[config.mk]
export PLATFORM = sky130hd
export DESIGN_NAME = simple_st0_error_tap_buffer
export DESIGN_NICKNAME = d
export VERILOG_FILES = /design/src/rtl/simple_st0_error_tap_buffer_pkg.sv /design/src/rtl/simple_st0_error_tap_ram.sv /design/src/rtl/simple_st0_error_tap_buffer.sv
export SDC_FILE = /design/constraint.sdc
export NUM_CORES = 1
export LEC_CHECK = 0
export BUFFER_PORTS_ARGS = -buffer_cell sky130_fd_sc_hd__buf_2
export CAP_MARGIN = 15
export CORE_ASPECT_RATIO = 1.5
export CORE_MARGIN = 5
export CORE_UTILIZATION = 50
export DETAILED_ROUTE_END_ITERATION = 7
export PLACE_DENSITY = 0.66
export SLEW_MARGIN = 20
export SYNTH_ARGS = -nofsm -noshare
export SYNTH_HDL_FRONTEND = slang
export SYNTH_SLANG_ARGS = --single-unit
[constraint.sdc]
create_clock -name clk -period 4.6 [get_ports clk]
set_input_delay 0.23 -clock clk [delete_from_list [all_inputs] [get_ports clk]]
set_output_delay 0.23 -clock clk [all_outputs]
set_load 0.02 [all_outputs]
[src/rtl/simple_st0_error_tap_buffer_pkg.sv]
// rtl/simple_st0_error_tap_buffer_pkg.sv - shared stage-0 error types and tap/phase constants
// Used by the error FIFO controller and the tap buffer.
package simple_st0_error_tap_buffer_pkg;

    localparam int ST0_TAPS   = 6;
    localparam int ST0_PHASES = 4;

    typedef logic [31:0] float_24_8;

    typedef enum logic {
        ST_IDLE   = 1'b0,
        ST_STREAM = 1'b1
    } replay_state_e;

endpackage

[src/rtl/simple_st0_error_tap_ram.sv]
// rtl/simple_st0_error_tap_ram.sv - flop-array error store, one write port, one combinational read port
// Contents are not reset; the phase flags in the top decide what is meaningful.
module simple_st0_error_tap_ram #(
    parameter int DEPTH  = 24,
    parameter int WIDTH  = 32,
    parameter int ADDR_W = $clog2(DEPTH)
) (
    input  logic              clk,
    input  logic              we,
    input  logic [ADDR_W-1:0] waddr,
    input  logic [WIDTH-1:0]  wdata,
    input  logic [ADDR_W-1:0] raddr,
    output logic [WIDTH-1:0]  rdata
);

    logic [WIDTH-1:0] mem_q [DEPTH];
    logic [WIDTH-1:0] mem_d [DEPTH];

    always_comb begin
        mem_d = mem_q;
        if (we) begin
            mem_d[waddr] = wdata;
        end
    end

    always_ff @(posedge clk) begin
        mem_q <= mem_d;
    end

    assign rdata = mem_q[raddr];

endmodule

[src/rtl/simple_st0_error_tap_buffer.sv]
// rtl/simple_st0_error_tap_buffer.sv - 4-phase x 6-tap error store replayed as a tap-error stream
// Optional sticky overflow/underrun status under `ST0_ERROR_TAP_STATUS_EN.
module simple_st0_error_tap_buffer
    import simple_st0_error_tap_buffer_pkg::*;
#(
    parameter int TAPS   = ST0_TAPS,
    parameter int PHASES = ST0_PHASES,
    parameter int WIDTH  = 32
) (
    input  logic                       clk,
    input  logic                       reset,
    input  logic                       error_valid,
    input  logic [WIDTH-1:0]           error_value,
    input  logic [$clog2(PHASES)-1:0]  error_phase,
    input  logic [31:0]                error_sub_address,
    input  logic                       stage_error_mode,
    input  logic                       stage_error_first,
    input  logic                       tap_error_rdy,
    output logic                       tap_error_vld,
    output logic [WIDTH-1:0]           tap_error,
    output logic                       tap_error_fst,
    output logic                       tap_error_lst,
    output logic [PHASES-1:0]          phase_valid,
    output logic                       replay_busy,
    output logic                       buffer_overflow,
    output logic                       buffer_underrun
);

    localparam int DEPTH  = PHASES * TAPS;
    localparam int ADDR_W = $clog2(DEPTH);
    localparam int PH_W   = $clog2(PHASES);
    localparam int TAP_W  = $clog2(TAPS);

    replay_state_e     state_q, state_d;
    logic [PH_W-1:0]   rd_phase_q, rd_phase_d;
    logic [TAP_W-1:0]  rd_tap_q, rd_tap_d;
    logic [PHASES-1:0] phase_valid_q, phase_valid_d;
    logic [WIDTH-1:0]  tap_error_q, tap_error_d;
    logic              vld_q, vld_d;
    logic              fst_q, fst_d;
    logic              lst_q, lst_d;

    logic              wr_legal;
    logic              wr_en;
    logic [ADDR_W-1:0] wr_addr;
    logic [ADDR_W-1:0] rd_addr;
    logic [WIDTH-1:0]  rd_data;
    logic [TAP_W-1:0]  tap_next;
    logic              start_req;
    logic              start_ok;
    logic              hs;
    logic [PHASES-1:0] phase_set;
    logic [PHASES-1:0] phase_clr;

    // A full, unread phase is write-protected until its replay completes.
    assign wr_legal = error_sub_address < 32'(TAPS);
    assign wr_en    = error_valid & wr_legal & ~phase_valid_q[error_phase];
    assign wr_addr  = ADDR_W'(error_phase) * ADDR_W'(TAPS) + ADDR_W'(error_sub_address);

    // Read address looks one word ahead so the output register loads the next tap.
    assign tap_next  = (state_q == ST_IDLE) ? '0 : rd_tap_q + TAP_W'(1);
    assign rd_addr   = ADDR_W'(rd_phase_q) * ADDR_W'(TAPS) + ADDR_W'(tap_next);

    assign start_req = stage_error_first & stage_error_mode & (state_q == ST_IDLE);
    assign start_ok  = start_req & phase_valid_q[rd_phase_q];
    assign hs        = vld_q & tap_error_rdy;

    simple_st0_error_tap_ram #(
        .DEPTH  (DEPTH),
        .WIDTH  (WIDTH),
        .ADDR_W (ADDR_W)
    ) u_ram (
        .clk   (clk),
        .we    (wr_en),
        .waddr (wr_addr),
        .wdata (error_value),
        .raddr (rd_addr),
        .rdata (rd_data)
    );

    always_comb begin
        state_d     = state_q;
        rd_phase_d  = rd_phase_q;
        rd_tap_d    = rd_tap_q;
        tap_error_d = tap_error_q;
        vld_d       = vld_q;
        fst_d       = fst_q;
        lst_d       = lst_q;
        phase_clr   = '0;
        case (state_q)
            ST_IDLE: begin
                if (start_ok) begin
                    state_d     = ST_STREAM;
                    rd_tap_d    = '0;
                    tap_error_d = rd_data;
                    vld_d       = 1'b1;
                    fst_d       = 1'b1;
                    lst_d       = (TAPS == 1);
                end
            end
            ST_STREAM: begin
                if (hs) begin
                    if (lst_q) begin
                        phase_clr[rd_phase_q] = 1'b1;
                        rd_phase_d = (rd_phase_q == PH_W'(PHASES - 1)) ? '0 : rd_phase_q + PH_W'(1);
                        state_d    = ST_IDLE;
                        vld_d      = 1'b0;
                        fst_d      = 1'b0;
                        lst_d      = 1'b0;
                    end else begin
                        rd_tap_d    = tap_next;
                        tap_error_d = rd_data;
                        fst_d       = 1'b0;
                        lst_d       = (tap_next == TAP_W'(TAPS - 1));
                    end
                end
            end
            default: begin
                state_d = ST_IDLE;
            end
        endcase
    end

    // Set and clear may target different phases in the same cycle; both apply.
    always_comb begin
        phase_set = '0;
        if (wr_en && (error_sub_address == 32'(TAPS - 1))) begin
            phase_set[error_phase] = 1'b1;
        end
        phase_valid_d = (phase_valid_q & ~phase_clr) | phase_set;
    end

    always_ff @(posedge clk or negedge reset) begin
        if (!reset) begin
            state_q       <= ST_IDLE;
            rd_phase_q    <= '0;
            rd_tap_q      <= '0;
            phase_valid_q <= '0;
            tap_error_q   <= '0;
            vld_q         <= 1'b0;
            fst_q         <= 1'b0;
            lst_q         <= 1'b0;
        end else begin
            state_q       <= state_d;
            rd_phase_q    <= rd_phase_d;
            rd_tap_q      <= rd_tap_d;
            phase_valid_q <= phase_valid_d;
            tap_error_q   <= tap_error_d;
            vld_q         <= vld_d;
            fst_q         <= fst_d;
            lst_q         <= lst_d;
        end
    end

    assign tap_error_vld = vld_q;
    assign tap_error     = tap_error_q;
    assign tap_error_fst = fst_q;
    assign tap_error_lst = lst_q;
    assign phase_valid   = phase_valid_q;
    assign replay_busy   = (state_q == ST_STREAM);

`ifdef ST0_ERROR_TAP_STATUS_EN
    logic wr_drop;
    logic underrun_evt;
    logic overflow_q, overflow_d;
    logic underrun_q, underrun_d;

    assign wr_drop      = error_valid & wr_legal & phase_valid_q[error_phase];
    assign underrun_evt = start_req & ~phase_valid_q[rd_phase_q];

    always_comb begin
        overflow_d = overflow_q | wr_drop;
        underrun_d = underrun_q | underrun_evt;
    end

    always_ff @(posedge clk or negedge reset) begin
        if (!reset) begin
            overflow_q <= 1'b0;
            underrun_q <= 1'b0;
        end else begin
            overflow_q <= overflow_d;
            underrun_q <= underrun_d;
        end
    end

    assign buffer_overflow = overflow_q;
    assign buffer_underrun = underrun_q;
`else
    assign buffer_overflow = 1'b0;
    assign buffer_underrun = 1'b0;
`endif

endmodule

### After elaboration in Yosys (flattened, before gate mapping)

Cells that the tools add are included.

| word-level totals | value |
|---|---|
| register bits | 813 |
| input port bits | 72 |
| output and inout bits | 42 |
| logic and storage cells | 116 |

| operators by class | value |
|---|---|
| add/subtract/negate cells | 4 |
| multipliers | 2 |
| order comparisons | 8 |
| eq/ne operators | 7 |
| multiplexer cells | 42 |
| bitwise operators | 13 |
| reductions and logical operators | 8 |

Operators by type and width:

| cell | count |
|---|---|
| 768-bit bitwise mux | 1 |
| 32-bit two-way mux | 6 |
| 32-bit binary-select mux with 5-bit select | 1 |
| 32-bit demux with 5-bit select | 1 |
| 32-bit case mux with 2 select lines | 1 |
| 32-bit by 3-bit equality test with 1-bit output (second input constant) | 1 |
| 32-bit by 3-bit less-than comparator with 1-bit output (second input constant) | 1 |
| 4-bit two-way mux | 4 |
| 1-bit two-way mux | 14 |
| 6-bit >= comparator (second input constant) | 2 |
| 3-bit two-way mux | 4 |
| 5-bit inverter with 6-bit output | 2 |
| 3-bit AND reduction | 3 |
| 2-bit by 2-bit multiplier with 4-bit output (second input constant) | 2 |
| 1-bit case mux with 2 select lines | 4 |
| 1-bit bitwise AND | 6 |
| 2-bit by 3-bit less-than comparator with 1-bit output (second input constant) | 2 |
| 6-bit by 1-bit less-than comparator with 1-bit output (second input constant) | 1 |
| 3-bit case mux with 2 select lines | 1 |
| 5-bit by 3-bit adder with 5-bit output | 1 |
| 5-bit adder | 1 |
| 4-bit bitwise AND | 1 |
| 1-bit binary-select mux with 2-bit select | 2 |
| 1-bit demux with 2-bit select | 2 |
| other kinds (13) | 20 |

### Longest topological paths before layout

| logic depth | value |
|---|---|
| depth in word-level cells | 10 |
| depth in mapped cells | 12 |

### Modules after synthesis

From an unflattened synthesis, not the netlist that was laid out.

| second synthesis, totals | value |
|---|---|
| cells, all modules | 1699 |
| area total of the unflattened synthesis | 32020.7 sq um |

By module, submodules not included:

| module | times used | cells each | area each (sq um) |
|---|---|---|---|
| simple_st0_error_tap_ram | 1 | 1519 | 29699.7 |
| simple_st0_error_tap_buffer | 1 | 180 | 2321.0 |

### Worst setup path before layout

OpenSTA, ideal clock, no wires.

| path | value |
|---|---|
| path type | input -> register |
| start | input error_phase[0] |
| end | register u_ram.mem_q[128] (netlist bit), enable pin |
| setup time | 0.421 ns |
| data arrival time | 3.188 ns |
| required time | 4.179 ns |
| slack | 0.991 ns |
| stages on the path | 8 |
| buffers on the path | 0 |
| cells stage by stage | inv_1 ha_1 ha_1 a21o_1 a21oi_1 xnor2_1 or3b_2 nor2_1 |

| between the ends | value |
|---|---|
| cells in the longest elaborated chain, start to end | 4 |

RTL lines:

| item | line | source |
|---|---|---|
| start, declared | simple_st0_error_tap_buffer.sv:14 | `input logic [$clog2(PHASES)-1:0] error_phase,` |
| 1-bit binary-select mux with 2-bit select | simple_st0_error_tap_buffer.sv:57 | `assign wr_en = error_valid & wr_legal & ~phase_valid_q[error_phase];` |
| 1-bit two-way mux (not written as such) | simple_st0_error_tap_buffer.sv:57 |  |
| 1-bit inverter | simple_st0_error_tap_buffer.sv:57 |  |
| 1-bit bitwise AND | simple_st0_error_tap_buffer.sv:57 |  |
| end signal, assigned | simple_st0_error_tap_ram.sv:27 | `mem_q <= mem_d;` |
| end, declared | simple_st0_error_tap_ram.sv:16 | `logic [WIDTH-1:0] mem_q [DEPTH];` |

Every way passes these cells. The select of a mux whose other input is x is not followed.
A chain may end at the register's enable or synchronous reset.

### Worst setup path in the final report

| path | value |
|---|---|
| start | register rd_tap_q[0] |
| end | register tap_error_q[29] (netlist: tap_error[29]) |

| between the ends | value |
|---|---|
| cells in the longest elaborated chain, start to end | 10 |

RTL lines:

| item | line | source |
|---|---|---|
| start, declared | simple_st0_error_tap_buffer.sv:36 | `logic [TAP_W-1:0] rd_tap_q, rd_tap_d;` |
| start signal, assigned | simple_st0_error_tap_buffer.sv:146 | `rd_tap_q <= rd_tap_d;` |
| 3-bit by 1-bit adder with 3-bit output * | simple_st0_error_tap_buffer.sv:61 | `assign tap_next = (state_q == ST_IDLE) ? '0 : rd_tap_q + TAP_W'(1);` |
| 3-bit two-way mux * | simple_st0_error_tap_buffer.sv:61 |  |
| 5-bit by 3-bit adder with 5-bit output * | simple_st0_error_tap_buffer.sv:62 | `assign rd_addr = ADDR_W'(rd_phase_q) * ADDR_W'(TAPS) + ADDR_W'(tap_next);` |
| 5-bit inverter with 6-bit output (not written as such) * | simple_st0_error_tap_ram.sv:30 | `assign rdata = mem_q[raddr];` |
| 32-bit binary-select mux with 5-bit select * | simple_st0_error_tap_ram.sv:30 |  |
| 32-bit two-way mux (not written as such) * (2 in a row) | simple_st0_error_tap_ram.sv:30 |  |
| 32-bit two-way mux | simple_st0_error_tap_buffer.sv:103 | `if (lst_q) begin` |
| 32-bit two-way mux | simple_st0_error_tap_buffer.sv:102 | `if (hs) begin` |
| 32-bit case mux with 2 select lines * | simple_st0_error_tap_buffer.sv:90 | `case (state_q)` |
| end signal, assigned | simple_st0_error_tap_buffer.sv:148 | `tap_error_q <= tap_error_d;` |
| end, declared | simple_st0_error_tap_buffer.sv:38 | `logic [WIDTH-1:0] tap_error_q, tap_error_d;` |

Mark *: on every way between the ends. The rest lies on a longest branch, timed or not. The select of a mux whose other input is x is not followed.

==> impl_metrics.env <==
export IMPL_status="finished clean"
export IMPL_syn_area_um2=31600
export IMPL_final_setup_skew_ns=0.02084
export IMPL_final_hold_viol_count=0
export IMPL_core_area_um2=63060
export IMPL_row_count=113
export IMPL_maxCapViolCount=0
export IMPL_top_layer="met5"
export IMPL_cts_resized=0
export IMPL_die_h_um=317.9
export IMPL_slew_headroom=0.2961
export IMPL_drt_met1_wl_mm=28.70
export IMPL_path_max_fanout=13
export IMPL_grt_remaining_overflow=0
export IMPL_final_cells=2812
export IMPL_synth_edf_count=768
export IMPL_grt_first_pass_wirelength_mm=113.4
export IMPL_cts_sinks=813
export IMPL_internal_power_mw=11.70
export IMPL_antenna_found_initial=2
export IMPL_critical_path_class="register to register"
export IMPL_cts_setup_buffers=0
export IMPL_clk_path_buf_depth=3
export IMPL_layout_drive_gt1_share=0.2044
export IMPL_final_cell_mix="768 x edfxtp_1, 284 x nand2_1, 159 x a32oi_1"
export IMPL_ios=114
export IMPL_hpwl_mm=40.87
export IMPL_finalCriticalPeriod_ns=3.826
export IMPL_groute_usage_overall=0.2198
export IMPL_power_frac_seq=0.557
export IMPL_drt_total_wl_mm=76.07
export IMPL_endpoint_kind="register"
export IMPL_clk_latency_ns=0.62
export IMPL_synth_top_flop_cell="edfxtp_1"
export IMPL_wl_met2_mm=39.91
export IMPL_cp_data_required_time_ns=5.08
export IMPL_power_density_nw_per_um2=403.2
export IMPL_layout_worst_path_cycle_share=0.8317
export IMPL_wl_met3_mm=4.511
export IMPL_vdd_drop_max_v=0.0002552
export IMPL_drcViolationCount=0
export IMPL_clkPwrFrac=0.429
export IMPL_drt_initial_drc_count=1472
export IMPL_vias_per_cell=6.099
export IMPL_layout_commonest_cell="edfxtp_1"
export IMPL_final_nets=2034
export IMPL_grt_max_degree=105
export IMPL_start_util=0.5011
export IMPL_rsz0062_at_grt="false"
export IMPL_dpl_cell_count=2669
export IMPL_cp_arrival_ns=4.31
export IMPL_vias=17150
export IMPL_holdCritPathClass="primary input to register"
export IMPL_grt_pass1_vias=17740
export IMPL_synth_distinct_cells=45
export IMPL_start_kind="register"
export IMPL_antenna_left=0
export IMPL_max_freq_mhz=261.4
export IMPL_htree_levels=3
export IMPL_p_comb_frac=0.014
export IMPL_post_dp_cell_area_um2=33480
export IMPL_synth_cells=1810
export IMPL_leakagePower_nw=12.78
export IMPL_syn_to_final_growth_pct=13.89
export IMPL_netSwitchingFraction=0.1936
export IMPL_switchingPower_mw=2.808
export IMPL_firstDrtPassIters=5
export IMPL_setup_viol=0
export IMPL_tns_ns=0
export IMPL_ys_ff_latch=813
export IMPL_postSynth_asyncResetShare=0.05535
export IMPL_die_area_um2=68420
export IMPL_ys_seq_area_frac=0.7655
export IMPL_clk_pin_slew_ns=0.07
export IMPL_fp_dieW_um=215.3
export IMPL_final_cell_area_um2=35980
export IMPL_io_buffers=111
export IMPL_post_drt_wl_per_cell_um=27.05
export IMPL_worst_slew_pin_slew_ns=1.056
export IMPL_drv_slew=0
export IMPL_avgSynthCellArea_um2=17.46
export IMPL_cts_root_buf="clkbuf_16"
export IMPL_cts_tree="done"
export IMPL_yosys_warnings=0
export IMPL_cts_made_buffers=74
export IMPL_place_gp_congestion=0.7749
## per-layer routing
metal / vias up / GRT usage
met2: 600 / 0.3848
met1: 8926 / 0.2792
li1: 7468 / -
met4: 2 / 0.08382
met5: - / 0
met3: 154 / 0.03226
## per-stage QoR
| step | setup slack (ns) | hold slack [ns] | util | total power, mW |
|---|---|---|---|---|
| floorplan | 0.9906 | -0.06559 | - | 8.288 |
| detailed placement | 0.8434 | 0.4666 | 0.5309 | 8.447 |
| global route | 0.6719 | 0.04252 | 0.5706 | 14.95 |
| global placement | 0.9394 | 0.4669 | 0.5309 | 8.438 |
| finish | 0.7744 | 0.04463 | 0.5707 | 14.51 |
| CTS | 0.8248 | 0.009317 | 0.5706 | 14.61 |
## repair_timing
item / in CTS / in global routing
endpoints found under the setup margin: 0 / 0
hold endpoints to repair: 48 / 0
hold buffers: 5 / 0
## final timing paths
kind / cells after the start / start / to / slack, ns
max: 11 / rd_tap_q[0] / tap_error[29] / 0.77
min: 3 / error_sub_address[1] / phase_valid[2] / 0.04
max reg2reg: 11 / rd_tap_q[0] / tap_error[29] / 0.77
min reg2reg: 2 / tap_error_fst / tap_error_fst / 0.47
max in group asynchronous: 3 / reset / tap_error[28] / 3.67
min in group asynchronous: 3 / reset / tap_error[13] / 0.35
## registers in the layout, indices dropped and copies added (netlist names)
name           count
u_ram.mem_q      768
tap_error         32
phase_valid        4
rd_tap_q           3
rd_phase_q         2
replay_busy        1
tap_error_fst      1
tap_error_lst      1
tap_error_vld      1
## worst max-delay path: stages, from the launching register on
cell	delay, ns
dfrtp_1	0.44
ha_1	0.32
and2_1	0.17
ha_4	0.15
inv_1	0.06
fa_2	0.43
xnor2_1	0.54
nor2b_4	0.64
buf_4	0.34
a32oi_1	0.10
a32oi_1	0.39
a21oi_1	0.11
## cell usage after synthesis, drive strengths merged (5+ instances only)
cell type,count,share of area
buf,54,0.0091
a32oi,159,0.044
a22o,5,0.0014
inv,12,0.0014
dfrtp,45,0.036
nor4,7,0.0019
clkbuf,56,0.0067
edfxtp,768,0.73
ha,15,0.0059
mux2i,128,0.041
mux4,64,0.046
a21oi,33,0.0052
mux2,32,0.011
nor2,61,0.0072
a31oi,33,0.0065
nand2,284,0.034
nand3,7,0.0011
## power by group through the flow
| stage | clock [mW] | combinational (mW) | sequential [mW] |
|---|---|---|---|
| 2_1_floorplan | 0 | 0.0377 | 8.25 |
| 3_3_place_gp | 0 | 0.192 | 8.25 |
| 3_5_place_dp | 0 | 0.200 | 8.25 |
| 4_1_cts | 6.32 | 0.203 | 8.09 |
| 5_1_grt | 6.65 | 0.221 | 8.08 |
| 6_report | 6.22 | 0.202 | 8.09 |
## cells by family after synthesis
| family | synth area share |
|---|---|
| other cells | 0.0001187 |
| buf+inv | 0.01719 |
| fa+ha+maj | 0.007207 |
| xor+xnor | 0.001663 |
| mux | 0.09757 |
| flops | 0.7655 |
| compound gates | 0.05976 |
| simple gates | 0.05096 |
## cell type report
type                       count  area (um2)
sequential                   813       24190
multi-input combinational    876        7128
clock buffer                 101        2024
antenna                        1       2.502
tap                          805        1007
clock inverter                36       430.4
inverter                      12       45.04
timing repair buffer         168        1159
fill                        4737       27070
(Power assumes the default switching activity.)
